`config.mk`:
```
export PLATFORM = sky130hd
export DESIGN_NAME = prio_encoder_q
export DESIGN_NICKNAME = d
export VERILOG_FILES = /design/src/rtl/prio_encoder_q.sv
export SDC_FILE = /design/constraint.sdc
export NUM_CORES = 1
export LEC_CHECK = 0
export ABC_AREA = 1
export CORE_MARGIN = 5
export CORE_UTILIZATION = 50
export DETAILED_ROUTE_END_ITERATION = 10
export PLACE_DENSITY = 0.78
export SLEW_MARGIN = 5
export SYNTH_ARGS = -nofsm -noshare
export SYNTH_HDL_FRONTEND = slang
export SYNTH_SLANG_ARGS = --single-unit
export TNS_END_PERCENT = 5
```
`constraint.sdc`:
```
create_clock -name clk -period 4.8 [get_ports clk]
set_input_delay 1.44 -clock clk [delete_from_list [all_inputs] [get_ports clk]]
set_output_delay 1.44 -clock clk [all_outputs]
set_load 0.05 [all_outputs]
```
`src/rtl/prio_encoder_q.sv`:
```
// Pending-request priority encoder with a one-deep code output register.
// Requests accumulate in a pending set; one encoded index is presented at a time under valid/ready.
module prio_encoder_q #(
   parameter int N           = 8,
   parameter int W           = $clog2(N),
   parameter bit ROUND_ROBIN = 1'b0,
   parameter bit MSB_FIRST   = 1'b1
) (
   input  logic         clk,
   input  logic         rst_n,
   input  logic [N-1:0] req,
   input  logic         flush,
   output logic [W-1:0] code,
   output logic         code_valid,
   input  logic         code_ready,
   output logic         multi,
   output logic [N-1:0] pending,
   output logic [7:0]   drop_cnt
);

   // Handshake: a code transfers on a rising edge where code_valid and code_ready are both 1;
   // code and multi stay stable while code_valid=1 and code_ready=0.
   typedef enum logic {IDLE = 1'b0, PRESENT = 1'b1} state_t;

   state_t       state, state_nxt;
   logic [W-1:0] ptr;
   logic         accept;
   logic         load;
   logic [N-1:0] clr;
   logic [N-1:0] cand;
   logic [W-1:0] sel_idx;
   logic [W-1:0] hi_idx;
   logic [W-1:0] lo_idx;
   logic         hi_found;
   logic [7:0]   coal_cnt;
   logic [8:0]   drop_sum;

   function automatic logic [7:0] popcnt(input logic [N-1:0] v);
      logic [7:0] cnt;
      cnt = '0;
      for (int i = 0; i < N; i++) cnt = cnt + 8'(v[i]);
      return cnt;
   endfunction

   assign code_valid = (state == PRESENT);
   assign accept     = code_valid & code_ready;
   assign clr        = accept ? ({{(N-1){1'b0}}, 1'b1} << code) : '0;
   assign cand       = pending & ~clr;
   assign load       = (state == IDLE) | accept;
   assign coal_cnt   = popcnt(req & cand);
   assign drop_sum   = {1'b0, drop_cnt} + {1'b0, coal_cnt};

   // Round-robin: first candidate at or above ptr, else wrap to the lowest candidate.
   always_comb begin
      sel_idx  = '0;
      hi_idx   = '0;
      lo_idx   = '0;
      hi_found = 1'b0;
      if (ROUND_ROBIN) begin
         for (int i = N - 1; i >= 0; i--) begin
            if (cand[i]) begin
               lo_idx = W'(i);
               if (i >= int'(ptr)) begin
                  hi_idx   = W'(i);
                  hi_found = 1'b1;
               end
            end
         end
         sel_idx = hi_found ? hi_idx : lo_idx;
      end else if (MSB_FIRST) begin
         for (int i = 0; i < N; i++) if (cand[i]) sel_idx = W'(i);
      end else begin
         for (int i = N - 1; i >= 0; i--) if (cand[i]) sel_idx = W'(i);
      end
   end

   always_comb begin
      state_nxt = state;
      if (load) state_nxt = (cand != '0) ? PRESENT : IDLE;
   end

   always_ff @(posedge clk or negedge rst_n) begin
      if (!rst_n)     state <= IDLE;
      else if (flush) state <= IDLE;
      else            state <= state_nxt;
   end

   always_ff @(posedge clk or negedge rst_n) begin
      if (!rst_n) begin
         pending  <= '0;
         code     <= '0;
         multi    <= 1'b0;
         ptr      <= '0;
         drop_cnt <= '0;
      end else if (flush) begin
         pending  <= '0;
         ptr      <= '0;
         drop_cnt <= '0;
      end else begin
         pending  <= cand | req;
         drop_cnt <= drop_sum[8] ? 8'hFF : drop_sum[7:0];
         if (load && (cand != '0)) begin
            code  <= sel_idx;
            multi <= (popcnt(cand) > 8'd1);
         end
         if (accept) ptr <= (code == W'(N - 1)) ? '0 : code + W'(1);
      end
   end

endmodule

```
==> results.yml, run 1 <==
run_status:
  status: "finished clean"
die:
  core_um2: 2758
  die_area_um2: 4077
  die_h_um: 63.86
  core.rowCount: 19
  ios: 33
  die_w_um: 63.86
  start_util_pct: 52.59
cts:
  clkSlewWorstSetupHoldPaths_ns: 0.12
  clockBufferDepth: 2
  clock_sinks: 21
  cts_buffers: 3
  worst_skew_pair.late_latency_ns: 0.32
  htreeDepth: 1
  clockRootBuffer: "clkbuf_4"
  cts_hold_buf: 0
  cts_tree: "built"
timing:
  timing.final.crit_share_pct: 96.20
  slew_headroom_pct: 35.70
  hold_viol: 0
  skew_ns: 0.008709
  slew_viol_final: 0
  holdWs_ns: 0.5090
  fin_crit_ns: 4.618
  fmax_mhz: 216.6
  setup_viol: 0
  grt_setup_unrepaired: "false"
  worst_pin_slew_ns: 0.9615
global_routing:
  grt_antenna_before_repair: 0
  grt-ovfl-total: 0
  grt_pass1_vias: 1387
  grt_pass1_wl_mm: 6.216
  grt_util_all_layers_pct: 19.10
  grt_start_max_net_pins: 22
finish:
  syn2layout_area_growth_pct: 41.67
  drive_above_1_share_pct: 24.34
  n_antenna_cell: 0
  fin_nets: 258
  final_area_um2: 2054
route:
  totalWireLength_mm: 3.649
  firstDrtPassIters: 5
  drcViolationCount: 0
  routedWlPerCell_um: 14.20
  vias: 1316
  postRouteAntennaNets: 0
  drt_first_iter_violations: 32
  routed_via_density: 5.121
worst_setup_path:
  cp_slowest_cell: "fa_1"
  path_max_fanout: 3
  crit_chain: "buf_6 -> nand2_2 -> nor2_4 -> nand3_2 -> nand2_4 -> buf_4 -> inv_2 -> fa_1 -> inv_2 -> fa_1 -> fa_1 -> inv_1 -> ha_2 -> inv_2 -> fa_2 -> a211o_1 -> a21oi_2 -> o21ai_1"
  arrival_ns: 4.83
  critical_path_class: "input pin to register"
  critPathRequiredTime_ns: 5.01
  cp-end-kind: "register"
  critPathLaunchType: "input pin"
  slowest_delay_ns: 0.57
power_and_ir_drop:
  cellPowerDensity_nw_per_um2: 369.5
  comb_power_share_pct: 57.5
  ir_drop_mv: 0.3693
  p_clk_share_pct: 12.3
  switching_share_pct: 45.80
  switching_power_w: 0.0003477
  seq_power_share_pct: 30.3
  leakagePower_nw: 1.036
  p_int_w: 0.0004114
hold_path:
  hp-class: "register to register"
place:
  placed_area_um2: 1931
  hpwlAfterDp_mm: 2.798
  io_buffers: 32
  routabilityCongestion: 0.8773
synthesis:
  ys_ff_latch: 21
  netlist_area_um2: 1450
  syn_inst: 172
  ys_types: 24
  seq_area_frac_synth_pct: 36.24
  yosysWarnings: 0
  syn_area_per_cell_um2: 8.431
  synthesis.nets: 203
job:
  max_cap_violations: 0
power by group through the flow:
stage               Sequential, W  Combinational [W]  Clock (W)
global route             0.000234           0.000480   0.000104
global placement         0.000230           0.000394          0
detailed placement       0.000232           0.000409          0
floorplan                0.000324           0.000175          0
finish                   0.000230           0.000436  0.0000930
CTS                      0.000229           0.000427  0.0000964
metrics by stage:
step | instances | util (%) | setup WS (ns) | setup TNS (ns) | power, W
final | 257 | 74.50 | 0.1823 | 0 | 0.0007591
after CTS | 256 | 72.82 | 0.002798 | 0 | 0.0007521
after global routing | 257 | 74.50 | 0.004651 | 0 | 0.0008184
after global placement | 249 | 70.01 | -0.5223 | -4.271 | 0.0006245
after floorplan | 172 | - | 0.003485 | 0 | 0.0004987
after detailed placement | 249 | 70.01 | -0.6122 | -4.997 | 0.0006411
synth_stat cells:
cell type   n  area, um^2
nand2_4     1       11.26
nor2_2      3       18.77
o21ai_0     6       30.03
a211o_1     1       8.760
inv_1      34       127.6
a21oi_1    17       85.08
nand3_1     6       30.03
o21a_1      1       7.510
dfrtp_1    21       525.5
inv_2       1       3.750
xnor2_1     2       17.52
ha_1       10       125.1
fa_1        9       180.2
a31oi_1     3       18.77
clkbuf_1    1       3.750
a21boi_0    1       7.510
a21oi_2     1       8.760
nand2_2     2       12.51
o21ai_2     3       26.28
nor2_1     16       60.06
o21bai_2    1       11.26
nand2_1    30       112.6
nand3b_1    1       7.510
nand3_2     1       10.01
what timing repair did:
item | in CTS | in global routing
endpoints found under the hold margin | 0 | 0
gates resized for setup | 11 | 13
setup endpoints to repair | 9 | 9
cloned | 0 | 0
pin swaps | 10 | 17
setup buffers | 3 | 3
final timing paths:
check / from / depth (start not counted) / slack (ns) / endpoint
max in group asynchronous: rst_n / 1 / 2.58 / pending[1]
worst min-delay path: multi / 2 / 0.51 / multi
worst max-delay path: code_ready / 18 / 0.18 / multi
min in group asynchronous: rst_n / 1 / 1.63 / drop_cnt[6]
worst max register to register: code_valid / 17 / 0.88 / multi
worst min register to register: multi / 2 / 0.51 / multi
cells in the final DEF, fill, tap and decap left out, types with 4 or more instances in the layout:
cell type,netlist,layout
inv_1,34,30
ha_1,10,9
clkdlybuf4s50_1,0,31
buf_4,0,17
inv_2,1,5
nor2_1,16,14
fa_1,9,6
o21ai_0,6,5
dfrtp_1,21,21
nand3_2,1,4
nand2_2,2,5
nand2_1,30,26
a21oi_1,17,16
registers in the layout, summed over array words and instances, names as in the netlist:
signal,cells
multi,1
pending,8
code_valid,1
code,3
drop_cnt,8
kinds of logic (layout without fill, tap and decap cells):
logic type	after synthesis	after routing	share of synthesized area [%]
AOI/OAI and AO/OA	34	34	14.06
DFF	21	21	36.24
adders and majority gates	19	19	21.05
xor gates and xnor gates	2	2	1.208
and+or+nand+nor	60	60	18.12
buffers and inverters	36	90	9.318
per-layer routing:
layer | routed length, um | up-vias | global-route usage [%] | part of all wire, %
met4 | 72 | 0 | 4.935 | 2.0
met5 | 0 | - | 0 | 0
met1 | 1497 | 618 | 22.75 | 41
li1 | - | 652 | - | -
met3 | 157 | 8 | 5.079 | 4.3
met2 | 1922 | 38 | 33.79 | 53
worst max-delay path, delay by kind of cell:
| kind | cells | cell delay (ns) |
|---|---|---|
| AOI/OAI and AO/OA | 3 | 0.52 |
| adders and majority gates | 5 | 2.10 |
| buffers and inverters | 6 | 0.38 |
| and+or+nand+nor | 4 | 0.38 |
area by class of cell:
class                   instances  area, um^2
multi-input cells             115       848.3
fillers                       209       703.2
flip-flops and latches         21       525.5
repair buffers                 51       480.5
inverters                      35       131.4
well taps                      31       38.79
clock buffers                   3       22.52
clock inverters                 1       7.507
No activity file was read; power rests on OpenSTA's default activity.
==> inputs of run 2 (changes only) <==
CTS_BUF_LIST = sky130_fd_sc_hd__clkbuf_8   (was default)
GPL_ROUTABILITY_DRIVEN = 0   (was default)
==> results.yml, run 2 (synthesis gave the netlist of run 1 again) <==
die:
  die_w_um: 63.86
  core.rowCount: 19
  core_um2: 2758
  die_h_um: 63.86
  start_util_pct: 52.59
  ios: 33
  die_area_um2: 4077
worst_setup_path:
  slowest_delay_ns: 0.57
  cp_slowest_cell: "fa_1"
  crit_path_frequent_cell: "inv_1"
  r2r_start: "code_valid"
  r2r_end: "multi"
  r2r_slack_ns: 0.80
  cpLargestDelayFamily: "adder cells"
  critPathLaunchType: "input pin"
  path_max_fanout: 3
  worstPathBufferInverterCount: 8
  arrival_ns: 4.90
  critPathRequiredTime_ns: 4.95
  reg2reg_depth: 19
  cp-end-kind: "register"
  crit_chain: "buf_8 -> nand2_4 -> nor2_4 -> nand3_2 -> nand2_4 -> buf_4 -> buf_4 -> buf_4 -> inv_1 -> fa_1 -> inv_1 -> fa_1 -> fa_1 -> inv_1 -> ha_2 -> inv_1 -> fa_2 -> a211o_1 -> a21oi_2 -> o21ai_0"
  critical_path_class: "input pin to register"
route:
  drt_first_iter_violations: 45
  routed_via_density: 5.050
  routedWlPerCell_um: 14.55
  postRouteAntennaNets: 0
  vias: 1303
  drcViolationCount: 0
  totalWireLength_mm: 3.755
  firstDrtPassIters: 4
global_routing:
  grt_start_max_net_pins: 22
  grt_pass1_vias: 1392
  grt-ovfl-total: 0
  grt_pass1_wl_mm: 6.348
  grt_antenna_before_repair: 0
  grt_util_all_layers_pct: 19.65
finish:
  post-route-util_pct: 75.32
  drive_above_1_share_pct: 23.35
  final_common_cell: "inv_1"
  final_area_um2: 2077
  fin_nets: 259
  top_regs: "drop_cnt: 8 flops, pending: 8 flops, code: 3 flops"
  syn2layout_area_growth_pct: 43.23
  n_antenna_cell: 0
  layout_common_cells: "inv_1, clkdlybuf4s50_1, nand2_1"
cts:
  clock_sinks: 21
  cts_hold_buf: 0
  clkSlewWorstSetupHoldPaths_ns: 0.08
  cts_buffers: 3
  htreeDepth: 1
  clockRootBuffer: "clkbuf_8"
  cts_tree: "built"
  worst_skew_pair.late_latency_ns: 0.27
  clockBufferDepth: 2
hold_path:
  min_path_cells: 2
  hp-class: "register to register"
  hold_path_end: "multi"
  hold_start: "multi"
timing:
  grt_setup_unrepaired: "true"
  fmax_mhz: 210.7
  hold_viol: 0
  slew_viol_final: 0
  worst_pin_slew_ns: 0.9630
  timing.final.ws_setup_ns: 0.05333
  slew_headroom_pct: 35.60
  tns_ns: 0
  skew_ns: 0.003925
  timing.final.crit_share_pct: 98.89
  holdWs_ns: 0.4937
  setup_viol: 0
  fin_crit_ns: 4.747
power_and_ir_drop:
  cellPowerDensity_nw_per_um2: 378.3
  ir_drop_mv: 0.3586
  leakagePower_nw: 1.052
run_status:
  status: "finished clean"
job:
  max_cap_violations: 0
place:
  placed_area_um2: 1931
  place_ws_ns: -0.6122
  io_buffers: 32
  hpwlAfterDp_mm: 2.798
[run 2: metal layers]
layer / global-route usage [%] / vias up / wire [um]
met2: 35.43 / 40 / 1999
met5: 0 / - / 0
met4: 5.714 / 0 / 36
met3: 4.553 / 6 / 149
met1: 22.97 / 606 / 1570
li1: - / 651 / -
[run 2: layout make-up]
cell class	count	area, um^2
Multi-Input combinational cell	115	853.3
Fill cell	195	680.7
Sequential cell	21	525.5
Timing Repair Buffer	52	479.2
Inverter	35	131.4
Clock buffer	3	41.29
Tap cell	31	38.79
Clock inverter	1	7.507
[run 2: power breakdown]
group	switching [W]	leakage (nW)	total, W	internal (W)
clock network	0.0000649	0.0217	0.000124	0.0000588
registers	0.0000264	0.268	0.000231	0.000204
logic	0.000259	0.763	0.000431	0.000173
total	0.000350	1.05	0.000786	0.000436
[run 2: timing repair]
| action | 4_1_cts | 5_1_grt |
|---|---|---|
| pin swaps | 12 | 12 |
| setup endpoints to repair | 9 | 9 |
| setup buffers | 3 | 2 |
| gates resized for setup | 11 | 11 |
[run 2: worst reg2reg max path: stages (launching register included)]
cell and delay, ns:
dfrtp_1 0.47, nand2_4 0.07, nor2_4 0.15, nand3_2 0.11, nand2_4 0.08, buf_4 0.10, buf_4 0.09, buf_4 0.11
inv_1 0.05, fa_1 0.47, inv_1 0.06, fa_1 0.57, fa_1 0.42, inv_1 0.07, ha_2 0.17, inv_1 0.05
fa_2 0.33, a211o_1 0.30, a21oi_2 0.13, o21ai_0 0.09
[run 2: stage by stage]
step	total power (W)	cells
finish	0.0007857	258
global route	0.0008449	258
detailed placement	0.0006411	249
CTS	0.0007803	256
global placement	0.0006245	249
floorplan	0.0004987	172
[run 2: worst max path at each step]
stage / endpoint / start / cells after the start
5_1_grt: drop_cnt[6] / code_ready / 20
3_5_place_dp: drop_cnt[6] / code_ready / 19
3_3_place_gp: drop_cnt[6] / code_ready / 19
4_1_cts: drop_cnt[6] / code_ready / 19
6_report: multi / code_ready / 20
2_1_floorplan: drop_cnt[5] / code_ready / 18
